**src/rtl/reg_mem_arbiter.sv**
```systemverilog
// reg_mem_arbiter: two-port round-robin arbiter and sequencer in front of a
// single-port reg_mem. Each port issues one read or write per req/ack
// handshake. A command takes three cycles: the IDLE sampling cycle, one
// ACCESS cycle that drives the memory pins, and a DONE cycle with the ack.
//
// Ports:
//   clk, rst               clock, synchronous active-high reset
//   reqN/weN/addrN/wdataN  port N command (held stable until ackN)
//   ackN                   one-cycle completion pulse for port N
//   rdataN                 last read data returned to port N
//   mem_addr/mem_data_in   registered address/write data to reg_mem
//   mem_wen                reg_mem write enable, only during ACCESS
//   mem_data_out           combinational read data from reg_mem
//   busy                   high whenever the sequencer is not idle
module reg_mem_arbiter #(
  parameter int DATA_WIDTH = 8,
  parameter int ADDR_BITS  = 5
) (
  input  logic                  clk,
  input  logic                  rst,
  input  logic                  req0,
  input  logic                  we0,
  input  logic [ADDR_BITS-1:0]  addr0,
  input  logic [DATA_WIDTH-1:0] wdata0,
  output logic                  ack0,
  output logic [DATA_WIDTH-1:0] rdata0,
  input  logic                  req1,
  input  logic                  we1,
  input  logic [ADDR_BITS-1:0]  addr1,
  input  logic [DATA_WIDTH-1:0] wdata1,
  output logic                  ack1,
  output logic [DATA_WIDTH-1:0] rdata1,
  output logic [ADDR_BITS-1:0]  mem_addr,
  output logic [DATA_WIDTH-1:0] mem_data_in,
  output logic                  mem_wen,
  input  logic [DATA_WIDTH-1:0] mem_data_out,
  output logic                  busy
);

  localparam int NUM_PORTS = 2;

  typedef struct packed {
    logic                  we;
    logic [ADDR_BITS-1:0]  addr;
    logic [DATA_WIDTH-1:0] wdata;
  } cmd_t;

  typedef enum logic [1:0] {IDLE, ACCESS, DONE} state_t;

  state_t                               state, state_nxt;
  logic [NUM_PORTS-1:0]                 port_req;
  cmd_t [NUM_PORTS-1:0]                 port_cmd;
  cmd_t                                 cmd_q;
  logic                                 cmd_id;
  logic                                 last_grant;
  logic                                 win;
  logic                                 grant_vld;
  logic [NUM_PORTS-1:0]                 hit;
  logic [NUM_PORTS-1:0]                 ack_q;
  logic [NUM_PORTS-1:0][DATA_WIDTH-1:0] rdata_q;

  assign port_req    = {req1, req0};
  assign port_cmd[0] = {we0, addr0, wdata0};
  assign port_cmd[1] = {we1, addr1, wdata1};

  // Port 1 wins unless port 0 also asks and port 1 was granted last.
  assign grant_vld = |port_req;
  assign win       = port_req[1] & ~(port_req[0] & last_grant);

  // State register
  always_ff @(posedge clk) begin
    if (rst) state <= IDLE;
    else     state <= state_nxt;
  end

  // Next-state logic
  always_comb begin
    state_nxt = state;
    case (state)
      IDLE:    if (grant_vld) state_nxt = ACCESS;
      ACCESS:  state_nxt = DONE;
      DONE:    state_nxt = IDLE;
      default: state_nxt = IDLE;
    endcase
  end

  // Outputs; rst gates wen so a reset edge never commits a write.
  always_comb begin
    mem_wen = 1'b0;
    busy    = (state != IDLE);
    if (state == ACCESS) mem_wen = cmd_q.we & ~rst;
  end

  // Command latch. The latched fields double as the memory pins, so they
  // only move on a new grant and hold otherwise.
  always_ff @(posedge clk) begin
    if (rst) begin
      cmd_q      <= '0;
      cmd_id     <= 1'b0;
      last_grant <= 1'b1;
    end else if (state == IDLE && grant_vld) begin
      cmd_q      <= port_cmd[win];
      cmd_id     <= win;
      last_grant <= win;
    end
  end

  assign mem_addr    = cmd_q.addr;
  assign mem_data_in = cmd_q.wdata;

  // Per-port response: ack is set at the end of ACCESS and falls one cycle
  // later because hit is only true during ACCESS.
  for (genvar p = 0; p < NUM_PORTS; p++) begin : g_port
    assign hit[p] = (state == ACCESS) && (cmd_id == 1'(p));

    always_ff @(posedge clk) begin
      if (rst) begin
        ack_q[p]   <= 1'b0;
        rdata_q[p] <= '0;
      end else begin
        ack_q[p] <= hit[p];
        if (hit[p] && !cmd_q.we) rdata_q[p] <= mem_data_out;
      end
    end
  end

  assign ack0   = ack_q[0];
  assign ack1   = ack_q[1];
  assign rdata0 = rdata_q[0];
  assign rdata1 = rdata_q[1];

endmodule

```
**config.mk**
```make
export PLATFORM = sky130hd
export DESIGN_NAME = reg_mem_arbiter
export DESIGN_NICKNAME = d
export VERILOG_FILES = /design/src/rtl/reg_mem_arbiter.sv
export SDC_FILE = /design/constraint.sdc
export NUM_CORES = 1
export LEC_CHECK = 0
export ABC_AREA = 1
export CAP_MARGIN = 15
export CORE_UTILIZATION = 25
export CTS_BUF_LIST = sky130_fd_sc_hd__clkbuf_4 sky130_fd_sc_hd__clkbuf_8
export CTS_CLUSTER_SIZE = 14
export DETAILED_ROUTE_END_ITERATION = 8
export PLACE_DENSITY = 0.54
export SLEW_MARGIN = 20
export SYNTH_ARGS = -nofsm -noshare
export SYNTH_HDL_FRONTEND = slang
export SYNTH_SLANG_ARGS = --single-unit
```
**constraint.sdc**
```tcl
create_clock -name clk -period 1.8 [get_ports clk]
set_input_delay 0.27 -clock clk [delete_from_list [all_inputs] [get_ports clk]]
set_output_delay 0.27 -clock clk [all_outputs]
set_load 0.05 [all_outputs]
```
Word-level counts from Yosys, hierarchy flattened
Cells that the tools add are included.
- bits in registers: 36
- latch bits: 0
- bits in writable memories: 0
- bits in read-only memories: 0
- input bits: 40
- output and inout bits: 33
- logic and storage cells: 33
- memories: 0
- add/subtract/negate cells: 0
- $mul: 0
- divide/modulo/power cells: 0
- $lt $le $gt $ge: 1
- equal/unequal tests: 2
- shifts and indexed selects: 0
- mux-type cells: 5
- bitwise logic cells: 6
- reductions and logical operators: 9
- operators with widths (kind ; number):
    $mux W14 ; 2
    $logic_and A1 B1 Y1 ; 5
    $pmux W2 S2 ; 1
    $and A1 B1 Y1 ; 3
    $not A1 Y1 ; 3
    $eq A2 B1 Y1 const B ; 1
    $logic_not A2 Y1 ; 1
    $lt A1 B2 Y1 const B ; 1
    $mux W2 ; 1
    $ne A2 B2 Y1 const B ; 1
    $reduce_bool A2 Y1 ; 1
    $reduce_or A2 Y1 ; 1
    $logic_not A1 Y1 ; 1
    $mux W1 ; 1

Depth between registers and ports, before layout
Gate-level depths: netlist of the first run.
- word-level depth: 5
- mapped depth: 7

Least setup slack after synthesis of the first run
Ideal clock, no wire load.
- kind: reg2out
- start: register state[1]
- end: output port mem_wen
- arrival time: 1.459 ns
- path slack: 0.071 ns
- cell stages (with the launch flop): 7
- buffers on the path: 1
- path through: dfxtp_1 inv_1 nand2_1 inv_2 buf_4 nand2_1 nor2_1
- longest elaborated chain between the ends: 2
- ends and longest elaborated chain (element ; line ; RTL):
    start, declared ; 50 ; state_t state, state_nxt;
    start signal, assigned ; 73 ; else state <= state_nxt;
    $eq A2 B1 Y1 ; 91 ; if (state == ACCESS) mem_wen = cmd_q.we & ~rst;
    $mux W1 ; 91 ;
    end, declared ; 35 ; output logic mem_wen,
Every way passes these cells.

Worst setup path in the final report of the first run
- start: register cmd_q (netlist bit mem_data_in[7])
- end: output port mem_data_in[7]
- RTL lines (element ; line ; RTL):
    start, declared ; 53 ; cmd_t cmd_q;
    start signal, assigned ; 102 ; cmd_q <= port_cmd[win];
    end, declared ; 34 ; output logic [DATA_WIDTH-1:0] mem_data_in,
No word-level cell between the ends.

==> run_results.csv, run 1 <==
group,metric,value,unit
outcome,status,"finished clean",
hold_path,min_delay_path_depth,2,
grt,grt_antenna_before_repair,0,
worst_setup_path,cell_with_the_largest_stage_delay_on_the_worst_path,"sky130_fd_sc_hd__clkdlybuf4s50_1",
timing,final.setup.worst_slack,0.09474,ns
grt,grt_first_pass_wirelength,7182,um
worst_setup_path,reg2reg_depth,4,
cells_and_area,antenna_diode_count,0,
routing,wire_per_inst,10.25,um
timing,fin_crit_sh,94.74,%
worst_setup_path,setup.worst_path.end_class,"primary output",
cts,insertion_delay,0.28,ns
yosys,synth.top_cells.by_area,"sky130_fd_sc_hd__dfxtp_1, sky130_fd_sc_hd__nand2_1, sky130_fd_sc_hd__nor2_1, sky130_fd_sc_hd__buf_4, sky130_fd_sc_hd__nand3_1",
floorplanning,die_area,0.007617,sq mm
timing,fin_tns_setup,0,ns
yosys,yosysTopAreaCellShare,39.64,%
worst_setup_path,path_max_fanout,2,
yosys,synthesis.instances,276,
worst_setup_path,critical_path.startpoint_type,"register",
place,place.detailed.hpwl,3062,um
pwr,report.power.total,2238,uW
yosys,sequential_share_of_the_synthesized_area,39.64,%
floorplanning,die_height,87.28,um
timing,finalCriticalPeriod,1.705,ns
cells_and_area,nNetsFinal,372,
cts,cts.sinks,36,
floorplanning,chipWidth,87.28,um
worst_setup_path,category_of_the_most_critical_setup_path,"reg -> out",
cells_and_area,areaGrowthSynthToFinish,42.95,%
floorplanning,top_level_ports,73,
yosys,ys_types,16,
cts,cts.hold.buffers_added,0,
timing,rsz0062_at_grt,"no",
timing,max-slew-margin-rel,58.92,%
pwr,worst_ir_drop_vdd,0.3054,mV
yosys,ys_ff_latch,36,
yosys,synth.largest_area_cell,"sky130_fd_sc_hd__dfxtp_1",
worst_setup_path,crit_arrival,1.44,ns
pwr,power_leakage,0.001156,uW
grt,grt_start_max_net_pins,32,
routing,number_of_violations_reported_at_the_end_of_detailed_routing_iteration_0,46,
cts,post_cts.repair.setup_buffers,0,
routing,vias_per_cell,3.988,
worst_setup_path,cp_top_family,"buffers and inverters",
cts,cts_inserted_buffers,5,
cells_and_area,layout.cell_area.non_filler,0.002599,sq mm
cts,clock_transition_at_the_registers_of_the_reported_paths,0.07,ns
hold_path,hp-class,"reg -> reg",
timing,clock_skew,0.005775,ns
yosys,syn_area,0.001818,sq mm
grt,first_global_vias,1591,
yosys,synth_fp_nets,316,
place,placed_cell_area,0.002501,sq mm
cts,cts-root-buf,"sky130_fd_sc_hd__clkbuf_8",
worst_setup_path,cp_cell_sequence,"clkdlybuf4s50_1",
place,buffer_ports.inserted,72,
yosys,synth-warning-count,0,
timing,report.final.slew_viol_count,0,
routing,drcViolationCount,0,
worst_setup_path,data_required_time_at_the_worst_endpoint,1.53,ns
run,drv.max_cap_violation_count,0,
timing,worst_slew_pin_tran,0.6155,ns
place,worst_case_setup_slack_after_placement,0.1372,ns
cts,htree_levels,2,
floorplanning,site_rows,30,
yosys,postSynthAreaPerCell,6.587,sq um
place,place_congestion,0.7150,
floorplanning,fp.coreArea,0.006907,sq mm
cells_and_area,utilization,37.63,%
routing,dr_vias,1711,
cts,cts_buffer_depth,2,
timing,fmax,586.4,MHz
pwr,p_per_area,861.3,mW/mm^2
worst_setup_path,timing.critical_path.buf_inv,1,
worst_setup_path,slowest_cell_delay_on_critical_path,0.81,ns
routing,final_antenna_net_count,0,
cts,cts_resized,0,
timing,report.final.setup_viol,0,
timing,timing_hold_violations_final,0,
floorplanning,effective_utilization_at_floorplan,26.32,%
grt,global_route.usage.total,12.07,%
worst_setup_path,worst-path-stages,1,
routing,drt_first_pass_iters,4,
grt,global_route.overflow_total,0,
routing,drt-total-wl,4398,um
cells_and_area,share_of_layout_cells_above_drive_strength_1,6.907,%
cts,tritoncts,"yes",
[final cells by class]
| class | count | area, sq um |
|---|---|---|
| fill | 773 | 4308 |
| inverter | 30 | 112.6 |
| clock buffer | 8 | 97.59 |
| sequential | 36 | 720.7 |
| multi-input combinational | 184 | 807.0 |
| tap | 96 | 120.1 |
| timing repair buffer | 75 | 740.7 |
[flip-flops by register name, summed over array words and instances, names as in the netlist]
register,cells
mem_addr,5
rdata0,8
rdata1,8
cmd_q,1
ack1,1
cmd_id,1
last_grant,1
ack0,1
state,2
mem_data_in,8
[cell usage after synthesis, drive strengths merged]
master,instances
a21boi,14
nand2,76
inv,30
nand3,23
clkbuf,4
a21oi,10
buf,22
dfxtp,36
nor2,61
[layer usage]
layer | GRT usage (%) | vias up | part of all wire (%)
met5 | 0 | - | 0
met4 | 3.577 | 0 | 0.48
met3 | 5.118 | 3 | 10
met2 | 19.60 | 64 | 42
met1 | 14.46 | 712 | 48
li1 | - | 932 | -
[report_power, final]
part,switching (uW),leakage [uW],total [uW],internal [uW]
sequential,35.9,0.000296,900,865
combinational,445,0.000807,710,265
clock,286,0.0000523,628,343
[logic make-up (layout without fill, tap and decap cells)]
family                 Yosys count  count (layout)  synth area share, %
buffers and inverters           56             113                15.97
and+or+nand+nor                160             160                35.86
DFF                             36              36                39.64
AOI/OAI and AO/OA               24              24                8.534
[path summary, 6_finish.rpt]
check | from | end | slack [ns]
setup / recovery | mem_data_in[7]$_SDFFE_PP0P_ | mem_data_in[7] | 0.09
hold / removal | rdata0[7]$_SDFFE_PP0P_ | rdata0[7]$_SDFFE_PP0P_ | 0.48
setup reg to reg | cmd_id$_SDFFE_PP0P_ | rdata0[1]$_SDFFE_PP0P_ | 0.54
hold reg to reg | rdata0[7]$_SDFFE_PP0P_ | rdata0[7]$_SDFFE_PP0P_ | 0.48
[metrics by stage]
stage                     cells  hold slack (ns)
after floorplan             276           0.3391
after global placement      421           0.4626
after detailed placement    421           0.4688
after CTS                   429           0.4870
after global routing        429           0.5104
final                       429           0.4829
[placed cells by master, fill, tap and decap left out]
cell	instances
sky130_fd_sc_hd__nor2_1	58
sky130_fd_sc_hd__nor2_2	1
sky130_fd_sc_hd__inv_2	1
sky130_fd_sc_hd__dfxtp_1	36
sky130_fd_sc_hd__nand2_1	74
sky130_fd_sc_hd__nand3_1	23
sky130_fd_sc_hd__buf_4	8
sky130_fd_sc_hd__buf_12	1
sky130_fd_sc_hd__inv_1	29
sky130_fd_sc_hd__clkbuf_8	6
sky130_fd_sc_hd__a21boi_0	14
sky130_fd_sc_hd__nand2_2	2
sky130_fd_sc_hd__nor2_4	2
sky130_fd_sc_hd__clkdlybuf4s50_1	66
sky130_fd_sc_hd__clkbuf_4	2
sky130_fd_sc_hd__a21oi_1	10
(Power assumes the default switching activity.)
==> inputs of run 2 (changes only) <==
- CAP_MARGIN: 15 -> 20
- PLACE_DENSITY: 0.54 -> 0.5
==> run 2 against run 1 <==
Against the previous run: clock power increased by 15%; flip-flop and latch count unchanged; utilization increased by 0.27 points; total power increased by 4.3%; clock-buffer cell count decreased by 2; fmax decreased by 0.26%; worst hold slack got worse by 0.0011 ns; non-clock buffer count increased by 1; wire length decreased by 2.5%; setup slack got worse by 0.0044 ns; via count decreased by 0.58%; largest cell class unchanged.
==> run_results.csv, run 2 (synthesized netlist as in run 1, its figures left out) <==
group,metric,value,unit
routing,drcViolationCount,0,
cts,cts_buffer_depth,2,
routing,vias_per_cell,3.956,
pwr,power_leakage,0.001168,uW
pwr,swShare,33.22,%
cells_and_area,nNetsFinal,373,
worst_setup_path,critical_path.startpoint_type,"register",
pwr,share_seq_of_total_power,38.6,%
pwr,share_clk_of_total_power,31.0,%
pwr,share_comb_of_total_power,30.4,%
grt,global_route.overflow_total,0,
timing,fin_crit_sh,94.98,%
routing,wire_per_inst,9.972,um
worst_setup_path,reg2reg_depth,5,
hold_path,hp-class,"reg -> reg",
routing,drt-total-wl,4288,um
routing,dr_vias,1701,
timing,report.final.slew_viol_count,0,
routing,highest-signal-layer,"met4",
timing,report.final.setup_viol,0,
hold_path,min_delay_path_depth,2,
pwr,power.net_switching,775.5,uW
cts,cts.sinks,36,
place,place_congestion,0.7273,
worst_setup_path,slowest_cell_delay_on_critical_path,0.81,ns
worst_setup_path,category_of_the_most_critical_setup_path,"reg -> out",
cts,cts_inserted_buffers,5,
cts,insertion_delay,0.28,ns
cts,post_cts.repair.setup_buffers,0,
worst_setup_path,worst-path-stages,1,
routing,number_of_violations_reported_at_the_end_of_detailed_routing_iteration_0,27,
floorplanning,die_area,0.007617,sq mm
timing,fin_tns_setup,0,ns
cts,cts_resized,0,
routing,final_antenna_net_count,0,
worst_setup_path,cell_with_the_largest_stage_delay_on_the_worst_path,"sky130_fd_sc_hd__clkdlybuf4s50_1",
timing,clock_skew,0.005934,ns
timing,timing_hold_violations_final,0,
timing,worst_slew_pin_tran,0.5151,ns
place,place.detailed.hpwl,3054,um
cells_and_area,areaGrowthSynthToFinish,43.98,%
grt,first_global_vias,1522,
worst_setup_path,cp_top_family,"buffers and inverters",
pwr,internal-power,1559,uW
cells_and_area,final_cell_mix,"sky130_fd_sc_hd__nand2_1, sky130_fd_sc_hd__clkdlybuf4s50_1, sky130_fd_sc_hd__nor2_1",
routing,met2WireLength,1709,um
routing,drt_first_pass_iters,4,
cts,tritoncts,"yes",
timing,hold-worst-slack,0.4819,ns
outcome,status,"finished clean",
pwr,p_per_area,891.8,mW/mm^2
cells_and_area,layout_commonest_cell,"sky130_fd_sc_hd__nand2_1",
routing,met3_wirelength,411,um
floorplanning,chipWidth,87.28,um
floorplanning,fp.coreArea,0.006907,sq mm
floorplanning,die_height,87.28,um
worst_setup_path,cp_cell_sequence,"clkdlybuf4s50_1",
timing,max-slew-margin-rel,65.55,%
floorplanning,effective_utilization_at_floorplan,26.32,%
worst_setup_path,data_required_time_at_the_worst_endpoint,1.53,ns
routing,routedLengthMet1,2135,um
timing,fmax,584.9,MHz
place,buffer_ports.inserted,72,
floorplanning,top_level_ports,73,
cells_and_area,share_of_layout_cells_above_drive_strength_1,7.485,%
worst_setup_path,timing.critical_path.buf_inv,1,
worst_setup_path,setup.worst_path.end_class,"primary output",
cts,cts-root-buf,"sky130_fd_sc_hd__clkbuf_8",
grt,global_route.usage.total,11.61,%
timing,finalCriticalPeriod,1.710,ns
worst_setup_path,path_max_fanout,2,
cts,clock_transition_at_the_registers_of_the_reported_paths,0.08,ns
pwr,worst_ir_drop_vdd,0.3318,mV
grt,grt_antenna_before_repair,0,
cells_and_area,antenna_diode_count,0,
cells_and_area,fillCellCount,759,
place,dpl.cell_count,422,
floorplanning,site_rows,30,
grt,grt_start_max_net_pins,32,
cts,cts.hold.buffers_added,0,
cts,htree_levels,2,
grt,grt_first_pass_wirelength,6962,um
run,drv.max_cap_violation_count,0,
worst_setup_path,crit_arrival,1.44,ns
timing,rsz0062_at_grt,"no",
cells_and_area,finish.cell_count_without_fillers,430,
## run 2: final timing paths
check,from,endpoint,slack (ns)
worst max-delay path,rdata0[0]$_SDFFE_PP0P_,rdata0[0],0.09
worst min-delay path,rdata1[0]$_SDFFE_PP0P_,rdata1[0]$_SDFFE_PP0P_,0.48
worst max register to register,last_grant$_SDFFE_PP1P_,mem_addr[1]$_SDFFE_PP0P_,0.64
worst min register to register,rdata1[0]$_SDFFE_PP0P_,rdata1[0]$_SDFFE_PP0P_,0.48
## run 2: cell type report
type	count	area [sq um]	share of cell area [%]
clock buffer	6	76.32	2.916
clock inverter	2	35.03	1.338
inverter	30	112.6	4.302
multi-input combinational	184	807.0	30.83
sequential	36	720.7	27.53
tap	96	120.1	4.589
timing repair buffer	76	745.7	28.49
## run 2: metal layers
metal	vias to the layer above	track usage [%]
met5	-	0
met4	0	3.130
li1	937	-
met3	5	4.834
met2	62	17.76
met1	697	14.99
## run 2: worst min-delay path: cells and delay by family (launching register included)
kind	cells	cell delay, ns
simple gates	2	0.13
flops	1	0.33
## run 2: power groups by stage
stage | logic [uW] | clock network, uW | registers, uW
floorplan | 444 | 0 | 995
global placement | 715 | 0 | 919
detailed placement | 715 | 0 | 920
CTS | 717 | 763 | 902
global route | 769 | 789 | 909
finish | 709 | 724 | 901
## run 2: metrics by stage
step / instance area (sq um) / utilization, % / total power, uW / worst slack (ns)
finish: 2618 / 37.90 / 2334 / 0.09031
global route: 2618 / 37.90 / 2467 / 0.03794
CTS: 2618 / 37.90 / 2382 / 0.07150
detailed placement: 2506 / 36.29 / 1635 / 0.1825
global placement: 2506 / 36.29 / 1634 / 0.2167
floorplan: 1818 / - / 1439 / 0.07070
